$ cat src/rtl/bram_reader.sv
// Read-side sequencer for the dual-port block RAM: issues a run of
// consecutive reads, absorbs the one-cycle read latency in a two-entry
// FIFO, and presents the words as a valid/ready stream with a last marker.
module bram_reader #(
  parameter int ADDR_W = 9,
  parameter int DATA_W = 8
) (
  input  logic              clk,
  input  logic              reset_n,
  input  logic              start,
  input  logic [ADDR_W-1:0] base_addr,
  input  logic [ADDR_W:0]   length,
  output logic              busy,
  output logic              done,
  output logic              r_en,
  output logic [ADDR_W-1:0] r_addr,
  input  logic [DATA_W-1:0] r_data,
  output logic [DATA_W-1:0] out_data,
  output logic              out_valid,
  input  logic              out_ready,
  output logic              out_last
);

  typedef enum logic [1:0] {
    IDLE,
    ISSUE,
    DRAIN
  } state_t;

  localparam logic [ADDR_W-1:0] ADDR_ONE = ADDR_W'(1);
  localparam logic [ADDR_W:0]   CNT_ONE  = (ADDR_W+1)'(1);

  state_t            state_q, state_d;
  logic [ADDR_W-1:0] addr_q;       // next address to read
  logic [ADDR_W-1:0] last_addr_q;  // address of the most recent read
  logic [ADDR_W:0]   issue_rem_q;
  logic [ADDR_W:0]   out_rem_q;
  logic              inflight_q;
  logic              done_q, done_d;
  logic              issue;

  logic [DATA_W-1:0] fifo_mem [2];
  logic              wr_ptr_q, rd_ptr_q;
  logic [1:0]        count_q;
  logic              pop;
  logic [2:0]        occ;

  assign pop       = out_valid && out_ready;
  assign out_valid = (count_q != 2'd0);
  assign out_data  = fifo_mem[rd_ptr_q];
  assign out_last  = out_valid && (out_rem_q == CNT_ONE);
  assign busy      = (state_q != IDLE);
  assign done      = done_q;
  assign r_en      = issue;
  // The counter already points past the last read once it is issued, so
  // the idle address comes from a separate copy of the last issued one.
  assign r_addr    = issue ? addr_q : last_addr_q;

  // Slots committed after this cycle: stored words plus the read in flight,
  // less the word leaving now. pop implies count_q >= 1, so no underflow.
  assign occ = {1'b0, count_q} + {2'b00, inflight_q} - {2'b00, pop};

  // State register and completion pulse
  always_ff @(posedge clk) begin
    if (!reset_n) begin
      state_q <= IDLE;
      done_q  <= 1'b0;
    end else begin
      state_q <= state_d;
      done_q  <= done_d;
    end
  end

  // Next-state, read issue and done decode
  always_comb begin
    state_d = state_q;
    issue   = 1'b0;
    done_d  = 1'b0;
    case (state_q)
      IDLE: begin
        if (start) begin
          if (length == '0) done_d  = 1'b1;
          else              state_d = ISSUE;
        end
      end
      ISSUE: begin
        if ((issue_rem_q != '0) && (occ < 3'd2)) begin
          issue = 1'b1;
          if (issue_rem_q == CNT_ONE) state_d = DRAIN;
        end
      end
      DRAIN: begin
        if (pop && (out_rem_q == CNT_ONE)) begin
          state_d = IDLE;
          done_d  = 1'b1;
        end
      end
      default: state_d = IDLE;
    endcase
  end

  // Address and run counters
  always_ff @(posedge clk) begin
    if (!reset_n) begin
      addr_q      <= '0;
      last_addr_q <= '0;
      issue_rem_q <= '0;
      out_rem_q   <= '0;
      inflight_q  <= 1'b0;
    end else begin
      inflight_q <= issue;
      if ((state_q == IDLE) && start) begin
        addr_q      <= base_addr;
        issue_rem_q <= length;
        out_rem_q   <= length;
      end else begin
        if (issue) begin
          addr_q      <= addr_q + ADDR_ONE;
          last_addr_q <= addr_q;
          issue_rem_q <= issue_rem_q - CNT_ONE;
        end
        if (pop) out_rem_q <= out_rem_q - CNT_ONE;
      end
    end
  end

  // Two-entry output FIFO capturing read data one cycle after issue
  always_ff @(posedge clk) begin
    if (!reset_n) begin
      fifo_mem[0] <= '0;
      fifo_mem[1] <= '0;
      wr_ptr_q    <= 1'b0;
      rd_ptr_q    <= 1'b0;
      count_q     <= 2'd0;
    end else begin
      if (inflight_q) begin
        fifo_mem[wr_ptr_q] <= r_data;
        wr_ptr_q           <= ~wr_ptr_q;
      end
      if (pop) rd_ptr_q <= ~rd_ptr_q;
      count_q <= occ[1:0];
    end
  end

endmodule

$ cat config.mk
export PLATFORM = sky130hd
export DESIGN_NAME = bram_reader
export DESIGN_NICKNAME = d
export VERILOG_FILES = /design/src/rtl/bram_reader.sv
export SDC_FILE = /design/constraint.sdc
export NUM_CORES = 1
export LEC_CHECK = 0
export BUFFER_PORTS_ARGS = -buffer_cell sky130_fd_sc_hd__buf_4
export CORE_MARGIN = 2
export CORE_UTILIZATION = 48
export CTS_BUF_LIST = sky130_fd_sc_hd__clkbuf_8
export CTS_CLUSTER_DIAMETER = 200
export DETAILED_ROUTE_END_ITERATION = 12
export GPL_ROUTABILITY_DRIVEN = 1
export GPL_TIMING_DRIVEN = 0
export PLACE_DENSITY = 0.68
export SYNTH_ARGS = -nofsm -noshare
export SYNTH_HDL_FRONTEND = slang
export SYNTH_SLANG_ARGS = --single-unit
$ cat constraint.sdc
create_clock -name clk -period 8.2 [get_ports clk]
set_input_delay 1.23 -clock clk [delete_from_list [all_inputs] [get_ports clk]]
set_output_delay 1.23 -clock clk [all_outputs]
set_load 0.005 [all_outputs]
======== Yosys cells after proc, flatten, opt, wreduce, memory -nomap -nowiden ========
Memories as Yosys holds them, arrays and structs flattened. A register that Yosys moved wholly into a read port is not among the register bits.
Index checks and enable logic that the tools add are counted.
word-level totals
  flip-flop bits (word level) ............. 46
  RAM bits ................................ 16
  input port bits ......................... 31
  output and inout port bits .............. 22
  word-level logic and storage cells ...... 70
  memories ................................ 1
memories
  memory    words  bits a word  rd ports  clocked after memory_dff  wr ports  line  text
  fifo_mem  2      8            1         1                         2         42    logic [DATA_W-1:0] fifo_mem [2];
operators by class
  add/sub/neg operators ................... 5
  magnitude comparators ................... 1
  eq/ne operators ......................... 9
  multiplexer cells ....................... 28
  bitwise operators ....................... 2
  reductions and logical operators ........ 14
operators with widths
  kind                     number
  $mux W10                 4
  $mux W9                  3
  $eq A10 B1 Y1 const B    2
  $sub A10 B1 Y10 const B  2
  $mux W1                  13
  $logic_not A10 Y1        1
  $mux W2                  5
  $ne A2 B2 Y1 const B     5
  $reduce_bool A10 Y1      1
  $add A9 B1 Y9 const B    1
  $mux W8                  1
  $reduce_bool A2 Y1       4
  $reduce_or A8 Y1         1
  $pmux W2 S3              1
  $logic_and A1 B1 Y1      5
  $reduce_and A5 Y1        1
  $add A2 B1 Y3            1
  $lt A3 B2 Y1 const B     1
  $sub A3 B1 Y3            1
  $eq A2 B1 Y1 const B     1
  $eq A2 B2 Y1 const B     1
  $logic_not A2 Y1         1
  $not A1 Y1               2
  $pmux W1 S2              1

======== Depth between registers and ports, before layout ========
Gate-level depths: netlist of the first run.
  depth in word-level cells ............... 9
  mapped depth ............................ 14
  depth with buffers taken out ............ 13

======== Worst setup path before layout of the first run ========
Ideal clock, no wire load.
  path type ............................... input -> output
  from .................................... input port out_ready
  to ...................................... output port r_addr[0]
  arrival ................................. 3299 ps
  data required time ...................... 6970 ps
  slack ................................... 3671 ps
  stages on the path ...................... 12
  path buffers ............................ 1
  path through ............................ o21ai_0 inv_2 ha_1 inv_1 ha_1 inv_1 fa_1 xor2_1 nor2_4 nand2_4 buf_6 mux2_2
between the ends
  cells in the longest elaborated chain, start to end .. 7
RTL lines
  item                 line  text
  start: declaration   20    input logic out_ready,
  $logic_and A1 B1 Y1  48    assign pop = out_valid && out_ready;
  via pop              45    logic pop;
  $sub A3 B1 Y3        61    assign occ = {1'b0, count_q} + {2'b00, inflight_q} - {2'b00, pop};
  $lt A3 B2 Y1         87    if ((issue_rem_q != '0) && (occ < 3'd2)) begin
  $logic_and A1 B1 Y1  87
  $mux W1              87
  $mux W1              79    case (state_q)
  $mux W9              --
  end: declaration     16    output logic [ADDR_W-1:0] r_addr,
The timed path passes the listed nets, and every way through them passes these cells.

======== Worst setup path in the final report of the first run ========
Ends and elaborated chain as after synthesis.

==> results of run 1 <==
where the power goes:
part	internal [mW]	switching [mW]
sequential	0.372	0.0409
clock	0.109	0.132
combinational	0.192	0.230
total	0.674	0.404
final cells by class:
cell class / count / share of cell area, %
inverter: 15 / 1.53
timing repair buffer: 51 / 9.97
clock buffer: 9 / 3.23
multi-input combinational: 243 / 42.8
buffer: 14 / 1.69
tap: 77 / 2.51
sequential: 63 / 37.0
clock inverter: 7 / 1.27
synth_stat cells, drive strengths merged, types with 8 or more instances:
| cell | number |
|---|---|
| nand3 | 15 |
| xor2 | 8 |
| o21ai | 19 |
| nand2 | 28 |
| ha | 8 |
| nor2 | 21 |
| edfxtp | 16 |
| nor3 | 8 |
| dfxtp | 47 |
| a21oi | 21 |
| clkbuf | 9 |
| and2 | 31 |
| xnor2 | 8 |
| mux2 | 16 |
| inv | 14 |
critical path: stages:
cell     delay [ns]
buf_4          0.11
o21ai_0        0.16
inv_2          0.18
ha_1           0.31
inv_1          0.06
ha_1           0.13
inv_1          0.05
fa_1           0.41
xor2_1         0.33
nor2_4         0.11
nand2_4        0.12
buf_6          0.17
mux2_2         0.35
buf_4          0.14
state kept, by name (all words and copies together) (netlist names), named ones only:
register / flops
addr_q: 9
inflight_q: 1
last_addr_q: 9
done: 1
count_q: 2
rd_ptr_q: 1
issue_rem_q: 10
fifo_mem: 16
state_q: 2
out_rem_q: 10
wr_ptr_q: 1
kinds of logic after synthesis:
group | count (synthesis) | share of synthesized area, %
xor gates and xnor gates | 16 | 4.40
and+or+nand+nor | 136 | 24.4
DFF | 63 | 44.6
adders and majority gates | 9 | 3.77
buffers and inverters | 29 | 3.89
AOI/OAI and AO/OA | 66 | 13.0
muxes | 16 | 5.89
worst max path at each step:
stage / from / endpoint / slack (ns) / cells after the start
after floorplan: out_ready / r_addr[0] / 3.67 / 12
after global placement: out_ready / r_addr[3] / 3.14 / 14
after detailed placement: out_ready / r_addr[3] / 3.13 / 14
after CTS: out_ready / r_addr[3] / 3.12 / 14
after global routing: out_ready / r_addr[3] / 2.98 / 14
final: out_ready / r_addr[0] / 3.12 / 14
layer usage:
layer	vias to the layer above	wire length, um	track usage, %
met5	-	0	0
met4	0	102	7.65
met3	13	391	5.45
met2	57	3520	35.6
met1	1259	3560	27.4
li1	1323	-	-
layout by cell type, fill, tap and decap left out, types with 4 or more instances in the layout:
cell / instances
nand4_1: 4
dfxtp_1: 47
mux2_2: 14
nand3_1: 15
and3_1: 4
xor2_1: 8
nand2b_1: 4
ha_1: 8
buf_2: 4
o21ai_0: 18
clkbuf_8: 9
a31oi_1: 5
inv_1: 12
and2_1: 31
nor4_1: 5
buf_4: 51
clkbuf_1: 9
nor2_1: 20
a21oi_1: 20
nor3_1: 6
nand2_1: 27
xnor2_1: 8
edfxtp_1: 16
==> metrics.md, run 1 <==
| Metric | Value |
|---|---|
| Status | `completed` |
| Max FO, Critical Path | `10` |
| Initial Util | `49.9%` |
| Placed cells | `between 400 and 500` |
| Final wirelength | `about 7.6 mm` |
| Min-delay src | `addr_q[8]$_SDFFE_PN0P_` |
| Final ANT Viol Nets | `0` |
| Vias in the first global route | `~2,600` |
| Ys Warns | `0` |
| CTS sink count | `between 60 and 70` |
| Mapped Area | `around 3200 um2` |
| Filler cells | `roughly 570` |
| Area contributors post-synth | `dfxtp_1, edfxtp_1, and2_1` |
| Worst EP arrival | `3.85 ns` |
| Latest clock arrival within the worst-skew pair | `0.35 ns` |
| Slew HR | `18.4%` |
| Synth async-reset ratio | `0%` |
| # diodes | `0` |
| Yosys reg bits | `63` |
| Power consumption | `1.08 mW` |
| Die footprint | `7310 um2` |
| WHS | `0.499 ns` |
| Max_cap viols | `0` |
| Hold Path Class | `flop to flop` |
| RePlAce Congestion | `0.911` |
| # hold bufs at CTS | `0` |
| Height of the die | `85.5 um` |
| Final setup margin | `about 3.1 ns` |
| Ports | `53` |
| Syn Nets | `375` |
| CTS Buf Count | `9` |
| Final Instance Area | `between 3000 and 4000 um2` |
| R2r startpoint | `count_q[1]$_SDFF_PN0_` |
| Yosys top cell area share | `29.5%` |
| Sum Neg Setup Slack | `0 ns` |
| Min cycle time layout | `5.08 ns` |
| Post-synth EDFFs | `16` |
| Core Region | `between 6000 and 7000 um2` |
| WP data required | `roughly 7.0 ns` |
| Setup Viol. Count Final | `0` |
| F_max | `0.197 GHz` |
| Die X-Extent | `85.5 um` |
| Synth area leader | `dfxtp_1` |
| Avg Inst Size Synth | `9.51 um2` |
| Routed WL per cell | `15.8 um` |
| Final worst-path cycle share | `62.0%` |
| Overflow after GRT | `0` |
| VDD IR-drop max | `between 150 and 200 uV` |
| First-pass GRT wire length | `12.2 mm` |
| Antenna violations before repair | `0` |
| Max clock buf depth | `2` |
| Root Driver | `clkbuf_8` |
| Post-CTS Setup Repair Bufs | `0` |
| Placed cell areas | `approximately 3700 um2` |
| Endpoints failing hold | `0` |
| Largest net degree at the start of global routing | `13` |
| Slew at the pin with the worst max-slew slack | `1.21 ns` |
| Global-route usage over all layers | `21.6%` |
| DP Wirelength | `5.43 mm` |
| Layout cell share with drive strength beyond 1 | `about 25%` |
| DRC marker count from the first detailed-route iteration | `126` |
| Non-Filler Instances | `479` |
| Via Count | `2,652` |
| Reg2reg end | `issue_rem_q[1]$_SDFFE_PN0P_` |
| Top FF cell, synth | `dfxtp_1` |
| CP Launch Type | `input port` |
| FF-to-FF setup slack | `between 4 and 5 ns` |
| Final core area utilization | `60.1%` |
| # DRC | `0` |
| Final slew viol count | `0` |
| Clk_skew | `approximately 0.0086 ns` |
| DP Worst Slack | `3.13 ns` |
| Crit path kind | `input port to output port` |
| Hold path depth | `2` |
| Port Buf Inserts | `51` |
| Unrepaired setup endpoints after global routing | `false` |
| Leakage power total | `1.56 nW` |
| CTS clk-pin slew, worst paths | `0.07 ns` |
| Row Count | `29` |
| Sequential-to-total area share from yosys stat | `44.6%` |
| Setup crit end kind | `output port` |
| R2r worst-path depth | `13` |
| Initial DRT Pass Iterations | `4` |
| Synth Instances | `335` |
| Area Growth Syn to Fin | `20.5%` |
| Seq. cell area | `1420 um2` |
| Unique cell type count in the Yosys netlist | `59` |
| CTS tree | `built` |
| Multi-input gate area | `1640 um2` |
| H-tree Lvls | `3` |
| Pwr Density | `roughly 280 nW/um2` |
| CTS resizes | `0` |
| Worst Hold Path EP | `addr_q[8]$_SDFFE_PN0P_` |
| Final layout net count | `~440` |
| Vias/cell | `5.54` |
(Power assumes the default switching activity.)
==> inputs of run 2 (changes only) <==
--- a/config.mk
+++ b/config.mk
@@ -5,6 +5,7 @@
 export SDC_FILE = /design/constraint.sdc
 export NUM_CORES = 1
 export LEC_CHECK = 0
+export ABC_AREA = 1
 export BUFFER_PORTS_ARGS = -buffer_cell sky130_fd_sc_hd__buf_4
 export CORE_MARGIN = 2
 export CORE_UTILIZATION = 48
@@ -13,7 +14,7 @@
 export DETAILED_ROUTE_END_ITERATION = 12
 export GPL_ROUTABILITY_DRIVEN = 1
 export GPL_TIMING_DRIVEN = 0
-export PLACE_DENSITY = 0.68
+export PLACE_DENSITY = 0.7
 export SYNTH_ARGS = -nofsm -noshare
 export SYNTH_HDL_FRONTEND = slang
 export SYNTH_SLANG_ARGS = --single-unit
==> constraint.sdc (replaced) <==
create_clock -name clk -period 4.58 [get_ports clk]
set_input_delay 0.687 -clock clk [delete_from_list [all_inputs] [get_ports clk]]
set_output_delay 0.687 -clock clk [all_outputs]
set_load 0.005 [all_outputs]
==> metrics.md, run 2 <==
| Metric | Value |
|---|---|
| Filler cells | `625 (+9.3%)` |
| CP Launch Type | `flop` |
| Worst EP arrival | `3.18 ns (-0.67 ns)` |
| Vias in the first global route | `2,928 (+14%)` |
| VDD IR-drop max | `300 uV (+88%)` |
| DP Worst Slack | `0.793 ns (-2.33 ns)` |
| Synth async-reset ratio | `0% (unchanged)` |
| Initial Util | `49.7% (-0.20 points)` |
| Final slew viol count | `0 (unchanged)` |
| RePlAce Congestion | `0.916 (+0.52%)` |
| CTS tree | `built` |
| Synth area leader | `dfxtp_1` |
| Sequential Power Share | `33.2% (-5.2 points)` |
| Clock power frac | `23.0% (+0.6 points)` |
| WP data required | `3.89 ns (-3.08 ns)` |
| # DRC | `0 (unchanged)` |
| Mapped Area | `3380 um2 (+6.0%)` |
| Most common cell after layout, fill and taps aside | `nand2_1` |
| Unique cell type count in the Yosys netlist | `35 (-41%)` |
| # hold bufs at CTS | `0 (unchanged)` |
| Max FO, Critical Path | `10 (unchanged)` |
| Row Count | `30 (+3.4%)` |
| Count leader, synth | `nand2_1` |
| Post-CTS Setup Repair Bufs | `0 (unchanged)` |
| Crit path kind | `flop to output port` |
| Final worst-path cycle share | `a little over four fifths` |
| Yosys reg bits | `63 (unchanged)` |
| Pwr Density | `574 nW/um2 (+100%)` |
| Final ANT Viol Nets | `0 (unchanged)` |
| Leakage power total | `2.00 nW (+29%)` |
| Yosys top cell area share | `27.9% (-1.7 points)` |
| Unrepaired setup endpoints after global routing | `false` |
| Synth Instances | `472 (+41%)` |
| Synth cell count leaders | `nand2_1, inv_1, nor2_1, dfxtp_1, nand3_1` |
| Hold Path Class | `flop to flop` |
| Sequential-to-total area share from yosys stat | `42.1% (-2.5 points)` |
| Initial DRT Pass Iterations | `5 (+1)` |
| Overflow after GRT | `0 (unchanged)` |
| First-pass GRT wire length | `13.2 mm (+8.3%)` |
| Sum Neg Setup Slack | `0 ns (unchanged)` |
| Min cycle time layout | `just under 4 ns` |
| Die footprint | `7720 um2 (+5.7%)` |
| CTS clk-pin slew, worst paths | `0.07 ns (about the same)` |
| Core Region | `6790 um2 (+6.4%)` |
| Net switching power | `0.914 mW (+130%)` |
| F_max | `0.259 GHz` |
| Syn Nets | `512 (+37%)` |
| Max_cap viols | `0 (unchanged)` |
| Clk_skew | `0.0108 ns (+0.00218 ns)` |
| Final Instance Area | `4110 um2 (+7.0%)` |
| Root Driver | `clkbuf_8` |
| Most flop-heavy register | `fifo_mem` |
| Avg Inst Size Synth | `7.15 um2 (-25%)` |
| Ports | `53 (unchanged)` |
| Setup crit end kind | `output port` |
| Status | `completed` |
| Setup Viol. Count Final | `0 (unchanged)` |
| Final setup margin | `0.715 ns (-2.40 ns)` |
| Placed cell areas | `3890 um2 (+6.0%)` |
| CTS Buf Count | `9 (unchanged)` |
| DP Wirelength | `5.95 mm (+9.7%)` |
| Max clock buf depth | `2 (unchanged)` |
| Via Count | `3,142 (+18%)` |
| Area contributors post-synth | `dfxtp_1, edfxtp_1, nand2_1` |
| Area Growth Syn to Fin | `21.7%` |
| Most frequent cells in the layout | `nand2_1, inv_1, nor2_1` |
| Number of flip-flops in the largest register | `16 (unchanged)` |
| Global-route usage over all layers | `22.4% (+0.85 points)` |
| Routed WL per cell | `12.8 um (-19%)` |
| # diodes | `0 (unchanged)` |
| Combinational share of power | `43.8% (+4.6 points)` |
| Final layout net count | `575 (+32%)` |
| Height of the die | `87.9 um (+2.8%)` |
| H-tree Lvls | `3 (unchanged)` |
| Top FF cell, synth | `dfxtp_1` |
| Slew HR | `59.4% (+41 points)` |
| DRC marker count from the first detailed-route iteration | `182 (+44%)` |
| Post-synth EDFFs | `16 (unchanged)` |
| Sw Share | `38.8% (+1.3 points)` |
| Top flop regs | `fifo_mem: 16 flops, issue_rem_q: 10 flops, out_rem_q: 10 flops` |
| P_int | `1.44 mW (+110%)` |
| CTS sink count | `63 (unchanged)` |
| Largest net degree at the start of global routing | `13 (unchanged)` |
| Layout cell share with drive strength beyond 1 | `16.7% (-8.7 points)` |
| Port Buf Inserts | `52 (+2.0%)` |
| Endpoints failing hold | `0 (unchanged)` |
| Slew at the pin with the worst max-slew slack | `0.609 ns (-0.603 ns)` |
| Vias/cell | `4.94 (-11%)` |
| Ys Warns | `0 (unchanged)` |
| CTS resizes | `0 (unchanged)` |
| Final wirelength | `8.17 mm (+7.8%)` |
| Antenna violations before repair | `0 (unchanged)` |
| Latest clock arrival within the worst-skew pair | `0.35 ns (about the same)` |
| Die X-Extent | `87.9 um (+2.8%)` |
## run 2: cell count changes after synthesis, moves of 3 or more
cell / before / now
nand2_1: 27 / 99
and2_1: 31 / 0
and3_1: 4 / 0
nand3_1: 15 / 36
mux2_2: 14 / 8
nor2_1: 20 / 75
o21ai_0: 18 / 29
xor2_1: 8 / 4
nand2b_1: 4 / 0
inv_1: 12 / 75
xnor2_1: 8 / 5
nor4_1: 5 / 2
## run 2: path summary, 6_finish.rpt
kind                               from                          end  slack [ns]  cells after the start
setup / recovery  count_q[1]$_SDFF_PN0_                    r_addr[2]        0.71                     15
hold / removal    rd_ptr_q$_SDFFE_PN0P_        rd_ptr_q$_SDFFE_PN0P_        0.46                      1
setup reg to reg  count_q[1]$_SDFF_PN0_  last_addr_q[0]$_SDFFE_PN0N_        1.71                     16
hold reg to reg   rd_ptr_q$_SDFFE_PN0P_        rd_ptr_q$_SDFFE_PN0P_        0.46                      1
## run 2: cells by family (layout without fill, tap and decap cells)
| logic type | after synthesis | count (layout) | synth area share, % |
|---|---|---|---|
| buffers and inverters | 92 | 160 | 11.0 |
| multiplexers | 8 | 8 | 2.67 |
| XOR/XNOR | 9 | 9 | 2.33 |
| AO/OA/AOI/OAI | 62 | 62 | 9.89 |
| flip-flops | 63 | 63 | 42.1 |
| AND/OR/NAND/NOR | 229 | 229 | 28.4 |
| adder cells (fa/ha/maj) | 9 | 9 | 3.56 |
## run 2: power by group through the flow
stage	Sequential [mW]	Combinational (mW)	Clock [mW]
finish	0.782	1.03	0.543
global route	0.801	1.18	0.571
CTS	0.782	1.04	0.547
detailed placement	0.794	1.03	0
global placement	0.788	1.01	0
floorplan	0.772	0.707	0
## run 2: critical path, cell delays in order, from the launching register on
cell and delay (ns):
dfxtp_1 0.35, nor2_1 0.22, nor2_1 0.09, buf_2 0.19, ha_1 0.28, inv_1 0.05, ha_1 0.13, inv_1 0.04
fa_1 0.50, inv_1 0.04, nor2_1 0.15, nand3_2 0.12, buf_2 0.20, o21ai_0 0.26, inv_1 0.07, buf_4 0.14
## run 2: layer usage
metal	routed length (um)	up-vias	track usage (%)
met5	0	-	0
met4	106	0	10.6
met3	472	9	3.68
met2	4130	80	38.5
met1	3460	1432	27.3
li1	-	1621	-
## run 2: per-stage QoR
step	hold WS [ns]	util (%)	power, mW	instances
floorplan	0.426	-	1.48	472
global placement	0.436	57.2	1.80	620
CTS	0.460	60.5	2.37	636
finish	0.463	60.5	2.36	636
detailed placement	0.450	57.2	1.83	620
global route	0.491	60.5	2.55	636
## run 2: area by class of cell
cell class,instances,area [um2],area share [%]
Timing Repair Buffer,52,390,9.50
Tap cell,96,120,2.92
Sequential cell,63,1420,34.6
Clock buffer,9,124,3.01
Buffer,16,87.6,2.13
Clock inverter,7,97.6,2.38
Multi-Input combinational cell,317,1580,38.5
Inverter,76,285,6.94
==> inputs of run 3 (changes only) <==
==> constraint.sdc (replaced) <==
create_clock -name clk -period 3.1 [get_ports clk]
set_input_delay 0.465 -clock clk [delete_from_list [all_inputs] [get_ports clk]]
set_output_delay 0.465 -clock clk [all_outputs]
set_load 0.005 [all_outputs]
==> metrics.md, run 3 (synthesis results as in run 2) <==
| Metric | Value |
|---|---|
| DRC marker count from the first detailed-route iteration | `159 (-13%)` |
| Largest net degree at the start of global routing | `13 (unchanged)` |
| DP Worst Slack | `-0.243 ns (-1.04 ns)` |
| Initial DRT Pass Iterations | `5 (unchanged)` |
| Crit path kind | `flop to output port` |
| Vias in the first global route | `3,091 (+5.6%)` |
| F_max | `approximately 0.32 GHz` |
| Worst Hold Path EP | `done$_SDFF_PN0_` |
| Die footprint | `7720 um2 (unchanged)` |
| R2r worst-path depth | `21 (+5)` |
| Routed WL per cell | `13.8 um (+7.2%)` |
| Unrepaired setup endpoints after global routing | `true` |
| Pwr Density | `934 nW/um2 (+63%)` |
| Power consumption | `4.21 mW (+79%)` |
| H-tree Lvls | `3 (unchanged)` |
| Setup crit end kind | `output port` |
| # hold bufs at CTS | `0 (unchanged)` |
| VDD IR-drop max | `461 uV (+54%)` |
| Status | `finished, violations left` |
| Global-route usage over all layers | `24.3% (+1.9 points)` |
| M2 GR Usage | `42.1% (+3.7 points)` |
| Max_cap viols | `0 (unchanged)` |
| CTS clk-pin slew, worst paths | `0.08 ns (about the same)` |
| Sum Neg Setup Slack | `-0.138 ns (-0.138 ns)` |
| Final setup margin | `-0.0445 ns (-0.759 ns)` |
| First-pass GRT wire length | `14.4 mm (+8.9%)` |
| Core Region | `6790 um2 (unchanged)` |
| Leakage power total | `2.13 nW (+6.1%)` |
| Final layout net count | `595 (+3.5%)` |
| Setup Viol. Count Final | `9 (+9)` |
| FF-to-FF setup slack | `0.01 ns (-1.70 ns)` |
| CTS Buf Count | `9 (unchanged)` |
| Max FO, Critical Path | `5 (-5)` |
| Latest clock arrival within the worst-skew pair | `0.35 ns (about the same)` |
| Most flop-heavy register | `fifo_mem` |
| Layout cell share with drive strength beyond 1 | `26.3% (+9.6 points)` |
| Final slew viol count | `0 (unchanged)` |
| Worst path most repeated cell | `inv_2` |
| CP max-delay cell | `fa_2` |
| RePlAce Congestion | `0.916 (unchanged)` |
| Worst EP arrival | `2.68 ns (-0.50 ns)` |
| Final worst-path cycle share | `101%` |
| Vias/cell | `5.09 (+3.0%)` |
| Initial Util | `49.7% (unchanged)` |
| Overflow after GRT | `0 (unchanged)` |
| Port Buf Inserts | `52 (unchanged)` |
| Crit path max-delay family | `adder cells` |
| CP Launch Type | `flop` |
| Clk_skew | `0.0111 ns (+0.000359 ns)` |
| Slew at the pin with the worst max-slew slack | `0.605 ns (-0.00333 ns)` |
| Failing checks | `setup timing` |
| Hold Path Class | `input port to flop` |
| # DRC | `0 (unchanged)` |
| Max clock buf depth | `2 (unchanged)` |
| Endpoints failing hold | `0 (unchanged)` |
| Placed cell areas | `3890 um2 (unchanged)` |
| Placed cells | `620 (unchanged)` |
| Min-delay src | `out_ready` |
| Area Growth Syn to Fin | `33.7%` |
| Buf/Inv on CP | `6 (-1)` |
| Final Instance Area | `4510 um2 (+9.9%)` |
| Non-Filler Instances | `656 (+3.1%)` |
| Final ANT Viol Nets | `0 (unchanged)` |
| Crit-path cells | `nor2_4 > nor2_4 > ha_4 > inv_2 > ha_4 > inv_2 > fa_2 > inv_2 > nor2_4 > nand3_4 > buf_8 > o21ai_4 > inv_2 > buf_6` |
| Final wirelength | `9.03 mm (+11%)` |
| Most frequent cells in the layout | `nand2_1, nor2_1, inv_1` |
| Slew HR | `59.6% (+0.22 points)` |
| Antenna violations before repair | `0 (unchanged)` |
| Hold path depth | `3 (+2)` |
| Most common cell after layout, fill and taps aside | `nand2_1` |
| CTS tree | `built` |
| R2r startpoint | `count_q[0]$_SDFF_PN0_` |
| GR Util met1 | `29.7% (+2.4 points)` |
| Height of the die | `87.9 um (unchanged)` |
| Global route hottest layer | `met2` |
| Die X-Extent | `87.9 um (unchanged)` |
| WP data required | `2.63 ns (-1.26 ns)` |
| Final core area utilization | `66.4% (+6.0 points)` |
| DP Wirelength | `5.95 mm (unchanged)` |
| # diodes | `0 (unchanged)` |
| Number of flip-flops in the largest register | `16 (unchanged)` |
| Reg2reg end | `addr_q[0]$_SDFFE_PN0P_` |
| WHS | `0.389 ns (-0.0739 ns)` |
| Min cycle time layout | `between 3 and 4 ns` |
| Via Count | `3,339 (+6.3%)` |
| Ports | `53 (unchanged)` |
| Root Driver | `clkbuf_8` |
| CTS sink count | `63 (unchanged)` |
| GR Util met3 | `3.77% (+0.094 points)` |
| CP max stage delay | `0.55 ns (+0.05 ns)` |
| CP startpoint | `count_q[0]$_SDFF_PN0_` |
| Top flop regs | `fifo_mem: 16 flops, issue_rem_q: 10 flops, out_rem_q: 10 flops` |
| Row Count | `30 (unchanged)` |
run 3: what timing repair did:
item,in CTS,in global routing
cloned,2,0
buffers inserted,15,4
pin swaps,8,7
setup endpoints to repair,10,11
resized for setup,64,15
run 3: worst max-delay path by stage:
stage,end,depth (start not counted)
2_1_floorplan,r_addr[1],14
3_3_place_gp,r_addr[0],16
3_5_place_dp,r_addr[0],16
4_1_cts,r_addr[6],15
5_1_grt,r_addr[2],14
6_report,r_addr[2],14
run 3: tightest hold or removal path: stages:
cell and delay [ns]:
buf_4 0.11, nand3_1 0.07, a21oi_1 0.05
run 3: report_power, final:
group	internal, mW	total (mW)	switching (mW)
sequential	1.03	1.18	0.143
clock	0.454	0.807	0.354
combinational	1.06	2.23	1.17
total	2.55	4.21	1.66
run 3: area by class of cell:
class / instances / area, um2
Fill cell: 554 / 2280
Sequential cell: 63 / 1430
Timing Repair Buffer: 73 / 606
Tap cell: 96 / 120
Multi-Input combinational cell: 317 / 1760
Buffer: 15 / 98.8
Clock buffer: 9 / 124
Inverter: 76 / 285
Clock inverter: 7 / 97.6
run 3: layer usage:
layer / vias up / part of all wire (%)
met2: 111 / 51
met1: 1544 / 41
met4: 0 / 2.3
met3: 18 / 6.0
li1: 1666 / -
met5: - / 0
